## config.mk

```make
export PLATFORM = sky130hd
export DESIGN_NAME = j1_io_uart
export DESIGN_NICKNAME = d
export VERILOG_FILES = /design/src/rtl/j1_io_pkg.sv /design/src/rtl/j1_uart_rx.sv /design/src/rtl/j1_io_uart.sv
export SDC_FILE = /design/constraint.sdc
export NUM_CORES = 1
export LEC_CHECK = 0
export CORE_ASPECT_RATIO = 1.75
export CORE_UTILIZATION = 38
export CTS_CLUSTER_SIZE = 30
export DETAILED_ROUTE_END_ITERATION = 7
export SYNTH_ARGS = -nofsm -noshare
export SYNTH_HDL_FRONTEND = slang
export SYNTH_SLANG_ARGS = --single-unit
```

## constraint.sdc

```tcl
create_clock -name clk -period 3.1 [get_ports clk]
set_input_delay 0.62 -clock clk [delete_from_list [all_inputs] [get_ports clk]]
set_output_delay 0.62 -clock clk [all_outputs]
set_load 0.005 [all_outputs]
```

## src/rtl/j1_io_pkg.sv

```systemverilog
// Shared constants and FSM state types for the j1 I/O-mapped UART.
package j1_io_pkg;

  localparam logic [15:0] IO_UART_DATA   = 16'h4000;
  localparam logic [15:0] IO_UART_STATUS = 16'h4001;
  localparam logic [15:0] IO_UART_DIV    = 16'h4002;

  localparam int ST_TX_READY   = 0;
  localparam int ST_RX_VALID   = 1;
  localparam int ST_RX_OVERRUN = 2;
  localparam int ST_TX_DROP    = 3;
  localparam int ST_LOOPBACK   = 8;

  typedef enum logic [1:0] {TX_IDLE, TX_START, TX_DATA, TX_STOP} tx_state_e;
  typedef enum logic [1:0] {RX_IDLE, RX_START, RX_DATA, RX_STOP} rx_state_e;

endpackage

```

## src/rtl/j1_uart_rx.sv

```systemverilog
// 8N1 receiver: 2-flop synchroniser, mid-bit sampling FSM and shift register.
module j1_uart_rx
  import j1_io_pkg::*;
#(
  parameter int DIV_BITS = 16
) (
  input  logic                clk_i,
  input  logic                rst_ni,
  input  logic                rxd_i,
  input  logic [DIV_BITS-1:0] div_i,
  output logic [7:0]          byte_o,
  output logic                byte_strobe_o,
  output logic                framing_err_o
);

  logic                sync1_q, sync2_q, prev_q;
  rx_state_e           state_q, state_d;
  logic [DIV_BITS-1:0] cnt_q, cnt_d;
  logic [2:0]          bit_q, bit_d;
  logic [7:0]          shift_q, shift_d;
  logic [DIV_BITS-1:0] half;

  assign half   = div_i >> 1;
  assign byte_o = shift_q;

  always_ff @(posedge clk_i or negedge rst_ni) begin
    if (!rst_ni) begin
      sync1_q <= 1'b1;
      sync2_q <= 1'b1;
      prev_q  <= 1'b1;
      state_q <= RX_IDLE;
      cnt_q   <= '0;
      bit_q   <= '0;
      shift_q <= '0;
    end else begin
      sync1_q <= rxd_i;
      sync2_q <= sync1_q;
      prev_q  <= sync2_q;
      state_q <= state_d;
      cnt_q   <= cnt_d;
      bit_q   <= bit_d;
      shift_q <= shift_d;
    end
  end

  // The START wait lands the first sample mid-bit; later samples step a full period.
  always_comb begin
    state_d       = state_q;
    cnt_d         = cnt_q;
    bit_d         = bit_q;
    shift_d       = shift_q;
    byte_strobe_o = 1'b0;
    framing_err_o = 1'b0;
    case (state_q)
      RX_IDLE: begin
        if (prev_q && !sync2_q) begin
          state_d = RX_START;
          cnt_d   = (half == '0) ? '0 : half - DIV_BITS'(1);
        end
      end
      RX_START: begin
        if (cnt_q == '0) begin
          if (sync2_q) begin
            state_d = RX_IDLE;
          end else begin
            state_d = RX_DATA;
            cnt_d   = div_i - DIV_BITS'(1);
            bit_d   = '0;
          end
        end else begin
          cnt_d = cnt_q - DIV_BITS'(1);
        end
      end
      RX_DATA: begin
        if (cnt_q == '0) begin
          shift_d = {sync2_q, shift_q[7:1]};
          cnt_d   = div_i - DIV_BITS'(1);
          if (bit_q == 3'd7) state_d = RX_STOP;
          else bit_d = bit_q + 3'd1;
        end else begin
          cnt_d = cnt_q - DIV_BITS'(1);
        end
      end
      RX_STOP: begin
        if (cnt_q == '0) begin
          state_d = RX_IDLE;
          if (sync2_q) byte_strobe_o = 1'b1;
          else framing_err_o = 1'b1;
        end else begin
          cnt_d = cnt_q - DIV_BITS'(1);
        end
      end
      default: state_d = RX_IDLE;
    endcase
  end

endmodule

```

## src/rtl/j1_io_uart.sv

```systemverilog
// j1 I/O-port slave hosting an 8N1 UART with status and baud-divisor registers.
// Optional J1_IO_UART_LOOPBACK_EN adds a STATUS bit8 internal TX->RX loopback.
module j1_io_uart
  import j1_io_pkg::*;
#(
  parameter int WIDTH     = 16,
  parameter int DIV_RESET = 217,
  parameter int DIV_BITS  = 16
) (
  input  logic             clk,
  input  logic             rst_n,
  input  logic             io_we,
  input  logic             io_re,
  input  logic [WIDTH-1:0] io_ptr,
  input  logic [WIDTH-1:0] io_out,
  output logic [WIDTH-1:0] io_in,
  output logic             uart_txd,
  input  logic             uart_rxd
);

  logic sel_data, sel_status, sel_div;
  logic wr_data, wr_div, rd_data, rd_status;

  assign sel_data   = (io_ptr == WIDTH'(IO_UART_DATA));
  assign sel_status = (io_ptr == WIDTH'(IO_UART_STATUS));
  assign sel_div    = (io_ptr == WIDTH'(IO_UART_DIV));
  assign wr_data    = io_we & sel_data;
  assign wr_div     = io_we & sel_div;
  assign rd_data    = io_re & sel_data;
  assign rd_status  = io_re & sel_status;

  tx_state_e           tx_state_q, tx_state_d;
  logic [DIV_BITS-1:0] tx_cnt_q, tx_cnt_d;
  logic [2:0]          tx_bit_q, tx_bit_d;
  logic [7:0]          tx_shift_q, tx_shift_d;
  logic [DIV_BITS-1:0] div_q, div_d;
  logic [7:0]          rx_byte_q, rx_byte_d;
  logic                rx_valid_q, rx_valid_d;
  logic                rx_overrun_q, rx_overrun_d;
  logic                tx_drop_q, tx_drop_d;
  logic                tx_ready, tx_line, rx_in;
  logic [7:0]          rx_new_byte;
  logic                rx_strobe, rx_framing_err_unused;
  logic [DIV_BITS-1:0] div_wr;

  assign tx_ready = (tx_state_q == TX_IDLE);
  assign div_wr   = DIV_BITS'(io_out);

  always_ff @(posedge clk or negedge rst_n) begin
    if (!rst_n) begin
      tx_state_q   <= TX_IDLE;
      tx_cnt_q     <= '0;
      tx_bit_q     <= '0;
      tx_shift_q   <= '0;
      div_q        <= DIV_BITS'(DIV_RESET);
      rx_byte_q    <= '0;
      rx_valid_q   <= 1'b0;
      rx_overrun_q <= 1'b0;
      tx_drop_q    <= 1'b0;
    end else begin
      tx_state_q   <= tx_state_d;
      tx_cnt_q     <= tx_cnt_d;
      tx_bit_q     <= tx_bit_d;
      tx_shift_q   <= tx_shift_d;
      div_q        <= div_d;
      rx_byte_q    <= rx_byte_d;
      rx_valid_q   <= rx_valid_d;
      rx_overrun_q <= rx_overrun_d;
      tx_drop_q    <= tx_drop_d;
    end
  end

  // Flag updates list clears before sets so a coincident set wins.
  always_comb begin
    div_d        = div_q;
    rx_byte_d    = rx_byte_q;
    rx_valid_d   = rx_valid_q;
    rx_overrun_d = rx_overrun_q;
    tx_drop_d    = tx_drop_q;
    if (wr_div) div_d = (div_wr == '0) ? DIV_BITS'(1) : div_wr;
    if (rd_status) begin
      rx_overrun_d = 1'b0;
      tx_drop_d    = 1'b0;
    end
    if (wr_data && !tx_ready) tx_drop_d = 1'b1;
    if (rd_data) rx_valid_d = 1'b0;
    if (rx_strobe) begin
      if (rx_valid_q && !rd_data) begin
        rx_overrun_d = 1'b1;
      end else begin
        rx_byte_d  = rx_new_byte;
        rx_valid_d = 1'b1;
      end
    end
  end

  always_comb begin
    tx_state_d = tx_state_q;
    tx_cnt_d   = tx_cnt_q;
    tx_bit_d   = tx_bit_q;
    tx_shift_d = tx_shift_q;
    tx_line    = 1'b1;
    case (tx_state_q)
      TX_IDLE: begin
        if (wr_data) begin
          tx_state_d = TX_START;
          tx_cnt_d   = div_q - DIV_BITS'(1);
          tx_shift_d = io_out[7:0];
        end
      end
      TX_START: begin
        tx_line = 1'b0;
        if (tx_cnt_q == '0) begin
          tx_state_d = TX_DATA;
          tx_cnt_d   = div_q - DIV_BITS'(1);
          tx_bit_d   = '0;
        end else begin
          tx_cnt_d = tx_cnt_q - DIV_BITS'(1);
        end
      end
      TX_DATA: begin
        tx_line = tx_shift_q[0];
        if (tx_cnt_q == '0) begin
          tx_cnt_d = div_q - DIV_BITS'(1);
          if (tx_bit_q == 3'd7) begin
            tx_state_d = TX_STOP;
          end else begin
            tx_shift_d = tx_shift_q >> 1;
            tx_bit_d   = tx_bit_q + 3'd1;
          end
        end else begin
          tx_cnt_d = tx_cnt_q - DIV_BITS'(1);
        end
      end
      TX_STOP: begin
        if (tx_cnt_q == '0) tx_state_d = TX_IDLE;
        else tx_cnt_d = tx_cnt_q - DIV_BITS'(1);
      end
      default: tx_state_d = TX_IDLE;
    endcase
  end

`ifdef J1_IO_UART_LOOPBACK_EN
  logic loop_q;

  always_ff @(posedge clk or negedge rst_n) begin
    if (!rst_n) loop_q <= 1'b0;
    else if (io_we && sel_status) loop_q <= io_out[ST_LOOPBACK];
  end

  assign rx_in    = loop_q ? tx_line : uart_rxd;
  assign uart_txd = loop_q ? 1'b1 : tx_line;
`else
  assign rx_in    = uart_rxd;
  assign uart_txd = tx_line;
`endif

  j1_uart_rx #(.DIV_BITS(DIV_BITS)) u_rx (
    .clk_i         (clk),
    .rst_ni        (rst_n),
    .rxd_i         (rx_in),
    .div_i         (div_q),
    .byte_o        (rx_new_byte),
    .byte_strobe_o (rx_strobe),
    .framing_err_o (rx_framing_err_unused)
  );

  // Read data must be valid within the strobe cycle, so it is purely combinational.
  always_comb begin
    io_in = '0;
    if (sel_data) begin
      io_in[7:0] = rx_byte_q;
    end else if (sel_status) begin
      io_in[ST_TX_READY]   = tx_ready;
      io_in[ST_RX_VALID]   = rx_valid_q;
      io_in[ST_RX_OVERRUN] = rx_overrun_q;
      io_in[ST_TX_DROP]    = tx_drop_q;
`ifdef J1_IO_UART_LOOPBACK_EN
      io_in[ST_LOOPBACK]   = loop_q;
`endif
    end else if (sel_div) begin
      io_in = WIDTH'(div_q);
    end
  end

endmodule

```

==> results of run 1 <==
per-stage QoR:
step | hold slack [ps] | std cells | worst slack, ps
floorplan | 324 | 608 | 703
global placement | 348 | 834 | -140
detailed placement | 355 | 834 | -170
CTS | 270 | 853 | 15.3
global route | 292 | 854 | -12.5
finish | 250 | 854 | 93.5
worst register-to-register path, stage by stage, from the launching register on:
cell,delay (ps)
dfrtp_1,430
inv_1,140
ha_1,170
nor4b_1,480
nand4_1,450
o21ai_2,340
nor2_1,220
a221o_1,380
worst max path at each step:
| stage | slack (ps) | end | from |
|---|---|---|---|
| 2_1_floorplan | 700 | tx_shift_q[0] | io_ptr[1] |
| 3_3_place_gp | -140 | io_in[8] | io_ptr[13] |
| 3_5_place_dp | -170 | io_in[8] | io_ptr[13] |
| 4_1_cts | 20 | io_in[5] | io_ptr[12] |
| 5_1_grt | -10 | io_in[15] | io_ptr[4] |
| 6_report | 90 | io_in[15] | io_ptr[12] |
state kept, by name, summed over array words and instances, names as in the netlist, 2 cells and up, named ones only:
name and count:
div_q 16, tx_cnt_q 16, u_rx.cnt_q 16, rx_byte_q 8, tx_shift_q 8, u_rx.byte_o 8, tx_bit_q 3, u_rx.bit_q 3
tx_state_q 2
routing by layer:
layer / global-route usage, % / vias to the layer above
met5: 0 / -
met3: 2.90 / 49
met2: 38.5 / 164
met1: 25.6 / 2488
met4: 13.6 / 0
li1: - / 2384
report_power, final:
| group | switching [mW] | leakage (nW) | total, mW | internal (mW) |
|---|---|---|---|---|
| Clock | 0.475 | 0.143 | 1.10 | 0.630 |
| Sequential | 0.232 | 1.13 | 1.65 | 1.42 |
| Combinational | 1.51 | 1.99 | 2.67 | 1.17 |
layout by cell type (no fill, tap or decap), drive strengths merged, types with 8 or more instances in the layout:
cell | Yosys | layout
xnor2 | 11 | 11
clkdlybuf4s50 | 0 | 36
dlygate4sd2 | 0 | 9
clkbuf | 26 | 11
o21ai | 22 | 22
nor2 | 31 | 31
ha | 19 | 19
and3 | 8 | 8
inv | 37 | 38
nand4 | 10 | 10
buf | 9 | 30
xor2 | 20 | 20
nand2 | 41 | 41
a221o | 9 | 9
nor3 | 24 | 24
mux2 | 47 | 47
nand2b | 9 | 9
dfrtp | 80 | 80
nand3 | 19 | 19
dfstp | 8 | 8
a211oi | 16 | 16
nor4 | 17 | 17
mux2i | 9 | 9
o22ai | 27 | 27
a21oi | 14 | 14
cell families (layout without fill, tap and decap cells):
group,Yosys count,count (layout),synth area share [%]
compound gates,142,142,18.1
flops,88,88,38.5
simple gates,200,200,18.8
mux,56,56,10.8
fa+ha+maj,19,19,4.14
xor+xnor,31,31,4.73
buf+inv,72,135,4.88
layout make-up:
type | instances | area [µm²]
clock inverters | 6 | 68.8
well taps | 183 | 229
fillers | 1371 | 7900
multi-input cells | 448 | 3280
flip-flops and latches | 88 | 2210
repair buffers | 82 | 779
inverters | 37 | 139
clock buffers | 10 | 229
what timing repair did:
action,4_1_cts,5_1_grt
pin swaps,3,3
buffers inserted,3,1
resized for setup,14,10
endpoints found under the setup margin,12,7
==> out/qor.txt, run 1 <==
Outcome -> completed
Clock Latency Late Sink -> 340 ps
Number of synthesized flops with an enable pin -> 0
Routability cong. -> 0.865
Fmax -> 333 MHz
Post-route clock period utilization -> 97.0%
TritonRoute pass-1 iters -> 5
Final Hold Viols -> 0
Pin count of the biggest net entering global routing -> 53
Met3 wire len -> 644 µm
Final Power -> 5.43 mW
Total grt overflow -> 0
Crit path launch type -> input pin
Slowest stage delay, CP -> 440 ps
Post-Syn Nets -> 664
N_diodes -> 0
WL met2 -> 8460 µm
CTS max path bufs -> 2
FF-to-FF End -> u_rx.cnt_q[14]
Crit path top cell by count -> buf_4
Worst path depth -> 9
# rows -> 59
Largest delay contributor family on the critical path -> buffers and inverters
Initial antenna violation count -> 0
Max Clock Skew -> 11.8 ps
Worst path required time -> 2480 ps
Maximum fanout along the worst path -> 3
Ports -> 54
Final min period -> 3010 ps
Max_cap viols -> 0
Yosys cell types -> 67
Synth top area cells -> dfrtp_1 (35%), mux2_2 (7.8%), ha_1 (4.1%), dfstp_2 (3.7%), xor2_1 (3.1%)
Setup crit end kind -> output pin
DP Area -> 6590 µm²
FF+latch count, synth -> 88
Reg2reg start -> u_rx.cnt_q[0]
Die area -> 15600 µm²
First-pass GRT wire length -> 26700 µm
Hold crit path type -> in -> async
Layout Nets -> 722
Share of layout cells above drive strength 1 -> 16.7%
Port bufs -> 53
Die X -> 94.9 µm
Arrival @ worst endpoint -> 2390 ps
P&R area growth vs syn -> 20.9%
Yosys warns -> 0
Cts hold-fix bufs -> 0
Core footprint -> 14800 µm²
Top FF cell, synth -> dfrtp_1
Die Height -> 165 µm
Vias in the first global route -> 5216
Crit Path Class -> in -> out
WL/cell -> 19.2 µm
Synth top area share -> 34.9%
Sequential area share after synthesis -> 38.5%
Power Density -> 783 nW/µm²
Via count -> 5085
Post-Syn Area per Cell -> 9.44 µm²
Detailed-route vias per instance -> 5.95
Syn Inst Count -> 608
Iter 0 DRT Violations -> 296
Gr usage total -> 22.2%
Clock Tree Root -> clkbuf_16
DRC -> 0
WP buf/inv -> 5
CTS H-tree lvls -> 3
Met1 WL -> 6330 µm
Final design utilization -> 46.8%
Final WL -> 16400 µm
Setup TNS -> 0 ps
Initial core utilization -> 38.7%
Synth Cell Area -> 5740 µm²
FF-to-FF setup slack -> 380 ps
Reg clk slew, reported paths -> 70 ps
Top routing layer in use -> met4
Most frequent cell after synthesis -> dfrtp_1
Post-detail-place hpwl -> 12400 µm
Final ANT Viol Nets -> 0
Post-synth top cells -> dfrtp_1 (80), nand2_1 (41), mux2_2 (40), inv_1 (37), nor2_1 (30)
Finished Cell Area -> 6940 µm²
Count of pins over their slew limit -> 0
Asr flop ratio synth -> 100%
CTS tree -> done
Worst vdd ir -> 0.000424 V
Crit-path cells -> clkdlybuf4s50_1 -> nor4b_2 -> nand4_1 -> nor2_1 -> buf_4 -> buf_4 -> buf_4 -> and3_1 -> clkdlybuf4s15_1
CTS Buf Count -> 9
CTS sink count -> 88
Reg2Reg Depth -> 7
Crit-path slowest cell -> clkdlybuf4s50_1
Final Setup Violations -> 0
Rel. slew slack -> 40.6%
Leakage power -> 3.26 nW
Yosys top cell by area -> dfrtp_1
Slew @ Worst Pin -> 888 ps
No activity file was read; power rests on OpenSTA's default activity.
==> run 2, diff against run 1 <==
--- a/config.mk
+++ b/config.mk
@@ -11,2 +11,3 @@
 export DETAILED_ROUTE_END_ITERATION = 7
+export SLEW_MARGIN = 20
 export SYNTH_ARGS = -nofsm -noshare
--- a/constraint.sdc
+++ b/constraint.sdc
@@ -3,2 +3,2 @@
 set_output_delay 0.62 -clock clk [all_outputs]
-set_load 0.005 [all_outputs]
+set_load 0.01 [all_outputs]
==> run 2 against run 1 <==
Die area did not move. Worst setup slack got worse by 37 ps. Clock power barely moved. Via count fell by 1.6%. Register-to-register slack improved by 40 ps.
==> out/qor.txt, run 2 (synthesis gave the netlist of run 1 again) <==
Outcome -> completed
Final min period -> 3040 ps (+37.2 ps)
Max Clock Skew -> 8.32 ps (-3.48 ps)
CTS sink count -> 88 (unchanged)
Finished Cell Area -> 6880 µm² (-0.90%)
Hold crit path type -> in -> async
Routability cong. -> 0.859 (-0.66%)
FF-to-FF setup slack -> 420 ps (+40 ps)
Iter 0 DRT Violations -> 315 (+6.4%)
Final ANT Viol Nets -> 0 (unchanged)
Clock Latency Late Sink -> 350 ps (about the same)
Via count -> 5005 (-1.6%)
Port bufs -> 53 (unchanged)
Post-CTS setup buffer count -> 0 (-3)
Vias in the first global route -> 5084 (-2.5%)
Rel. slew slack -> 39.8% (-0.71 points)
Crit Path Class -> in -> out
TritonRoute pass-1 iters -> 5 (unchanged)
Die area -> 15600 µm² (unchanged)
Count of pins over their slew limit -> 0 (unchanged)
Total grt overflow -> 0 (unchanged)
Post-route clock period utilization -> 98.2% (+1.2 points)
Core footprint -> 14800 µm² (unchanged)
Arrival @ worst endpoint -> 2420 ps (+30 ps)
Crit-path cells -> clkdlybuf4s50_1 -> nor4_4 -> nand4_1 -> buf_4 -> nor2_1 -> buf_4 -> and3_1 -> dlygate4sd2_1
Die Height -> 165 µm (unchanged)
Power Density -> 779 nW/µm² (-0.44%)
Final Hold Viols -> 0 (unchanged)
Final WL -> 15900 µm (-2.8%)
WHS -> 324 ps (+73.6 ps)
Reg clk slew, reported paths -> 70 ps (about the same)
Worst Slack Setup Final -> 56.2 ps (-37.2 ps)
N_diodes -> 0 (unchanged)
Cts hold-fix bufs -> 0 (unchanged)
Maximum fanout along the worst path -> 6 (+3)
Slew @ Worst Pin -> 895 ps (+7.93 ps)
Slowest stage delay, CP -> 450 ps (about the same)
Crit path top cell by count -> buf_4
DP Area -> 6550 µm² (-0.61%)
Crit-path slowest cell -> clkdlybuf4s50_1
CTS max path bufs -> 2 (unchanged)
First-pass GRT wire length -> 25700 µm (-3.8%)
Final Setup Violations -> 0 (unchanged)
Setup crit end kind -> output pin
Detailed-route vias per instance -> 5.90 (-0.88%)
Gr usage total -> 21.6% (-0.61 points)
Die X -> 94.9 µm (unchanged)
P&R area growth vs syn -> 19.8%
Pin count of the biggest net entering global routing -> 87 (+64%)
CTS tree -> done
Leakage power -> 3.19 nW (-2.2%)
Ports -> 54 (unchanged)
Crit path launch type -> input pin
WL/cell -> 18.8 µm (-2.1%)
DRC -> 0 (unchanged)
Fmax -> 329 MHz (-1.2%)
Layout Nets -> 716 (-0.83%)
CTS Buf Count -> 9 (unchanged)
Initial antenna violation count -> 0 (unchanged)
Final design utilization -> 46.3% (-0.42 points)
Share of layout cells above drive strength 1 -> 15.8% (-0.90 points)
Worst path required time -> 2480 ps (about the same)
# rows -> 59 (unchanged)
Worst vdd ir -> 0.000376 V (-11%)
Most frequent cells in the layout -> dfrtp_1 (80), nand2_1 (41), mux2_2 (40), clkdlybuf4s50_1 (40), inv_1 (37)
Top flop regs -> div_q x16, tx_cnt_q x16, u_rx.cnt_q x16
Post-detail-place hpwl -> 11900 µm (-3.9%)
Post-Place Worst Slack -> -213 ps (-43.6 ps)
Commonest non-fill, non-tap cell in the layout -> dfrtp_1
Max_cap viols -> 0 (unchanged)
CTS H-tree lvls -> 3 (unchanged)
Initial core utilization -> 38.7% (unchanged)
Clock Tree Root -> clkbuf_16
-- run 2: changes by cell type in the layout (fill, tap and decap cells not counted), sizes merged --
cell           previous run  this run
buf                      30        24
clkdlybuf4s50            36        40
dlygate4sd2               9         7
clkbuf                   11        10
clkinv                    3         2
clkinvlp                  1         2
dlymetal6s2s              5         4
-- run 2: timing repair --
action / 4_1_cts / 5_1_grt
setup endpoints to repair: 12 / 12
gates resized for setup: 11 / 7
pin swaps: 2 / 2
-- run 2: path summary, 6_finish.rpt --
kind / from / to / depth (start not counted)
setup reg to reg: u_rx.cnt_q[0] / u_rx.cnt_q[13] / 8
hold / removal: rst_n / u_rx.bit_q[1] / 1
min in group clk: u_rx.sync1_q / u_rx.sync2_q / 0
hold reg to reg: u_rx.sync1_q / u_rx.sync2_q / 0
max in group asynchronous: rst_n / u_rx.prev_q / 2
setup / recovery: io_ptr[4] / io_in[15] / 8
-- run 2: metal layers --
metal / part of all wire [%] / track usage, % / up-vias
li1: - / - / 2380
met1: 39 / 24.2 / 2419
met2: 52 / 37.5 / 161
met3: 3.3 / 3.18 / 45
met4: 5.6 / 13.8 / 0
met5: 0 / 0 / -
-- run 2: power breakdown --
| part | leakage, nW | internal, mW | switching (mW) |
|---|---|---|---|
| clock | 0.139 | 0.628 | 0.479 |
| combinational | 1.92 | 1.15 | 1.46 |
| sequential | 1.13 | 1.42 | 0.224 |
-- run 2: cell type report --
type | count | area [µm²]
clock buffer | 10 | 229
clock inverter | 6 | 67.6
fill | 1378 | 7960
inverter | 37 | 139
multi-input combinational | 448 | 3280
sequential | 88 | 2210
tap | 183 | 229
timing repair buffer | 76 | 718
-- run 2: metrics by stage --
| step | total power [mW] | cells | TNS, ps |
|---|---|---|---|
| final | 5.36 | 848 | 0 |
| after global routing | 5.73 | 848 | -6.99 |
| after CTS | 5.39 | 848 | 0 |
| after detailed placement | 4.25 | 832 | -1920 |
| after global placement | 4.20 | 832 | -2010 |
| after floorplan | 3.53 | 608 | 0 |
-- run 2: worst max-delay path, delay by kind of cell --
family / cells / cell delay (ps)
buffers and inverters: 4 / 1050
AND/OR/NAND/NOR: 4 / 750
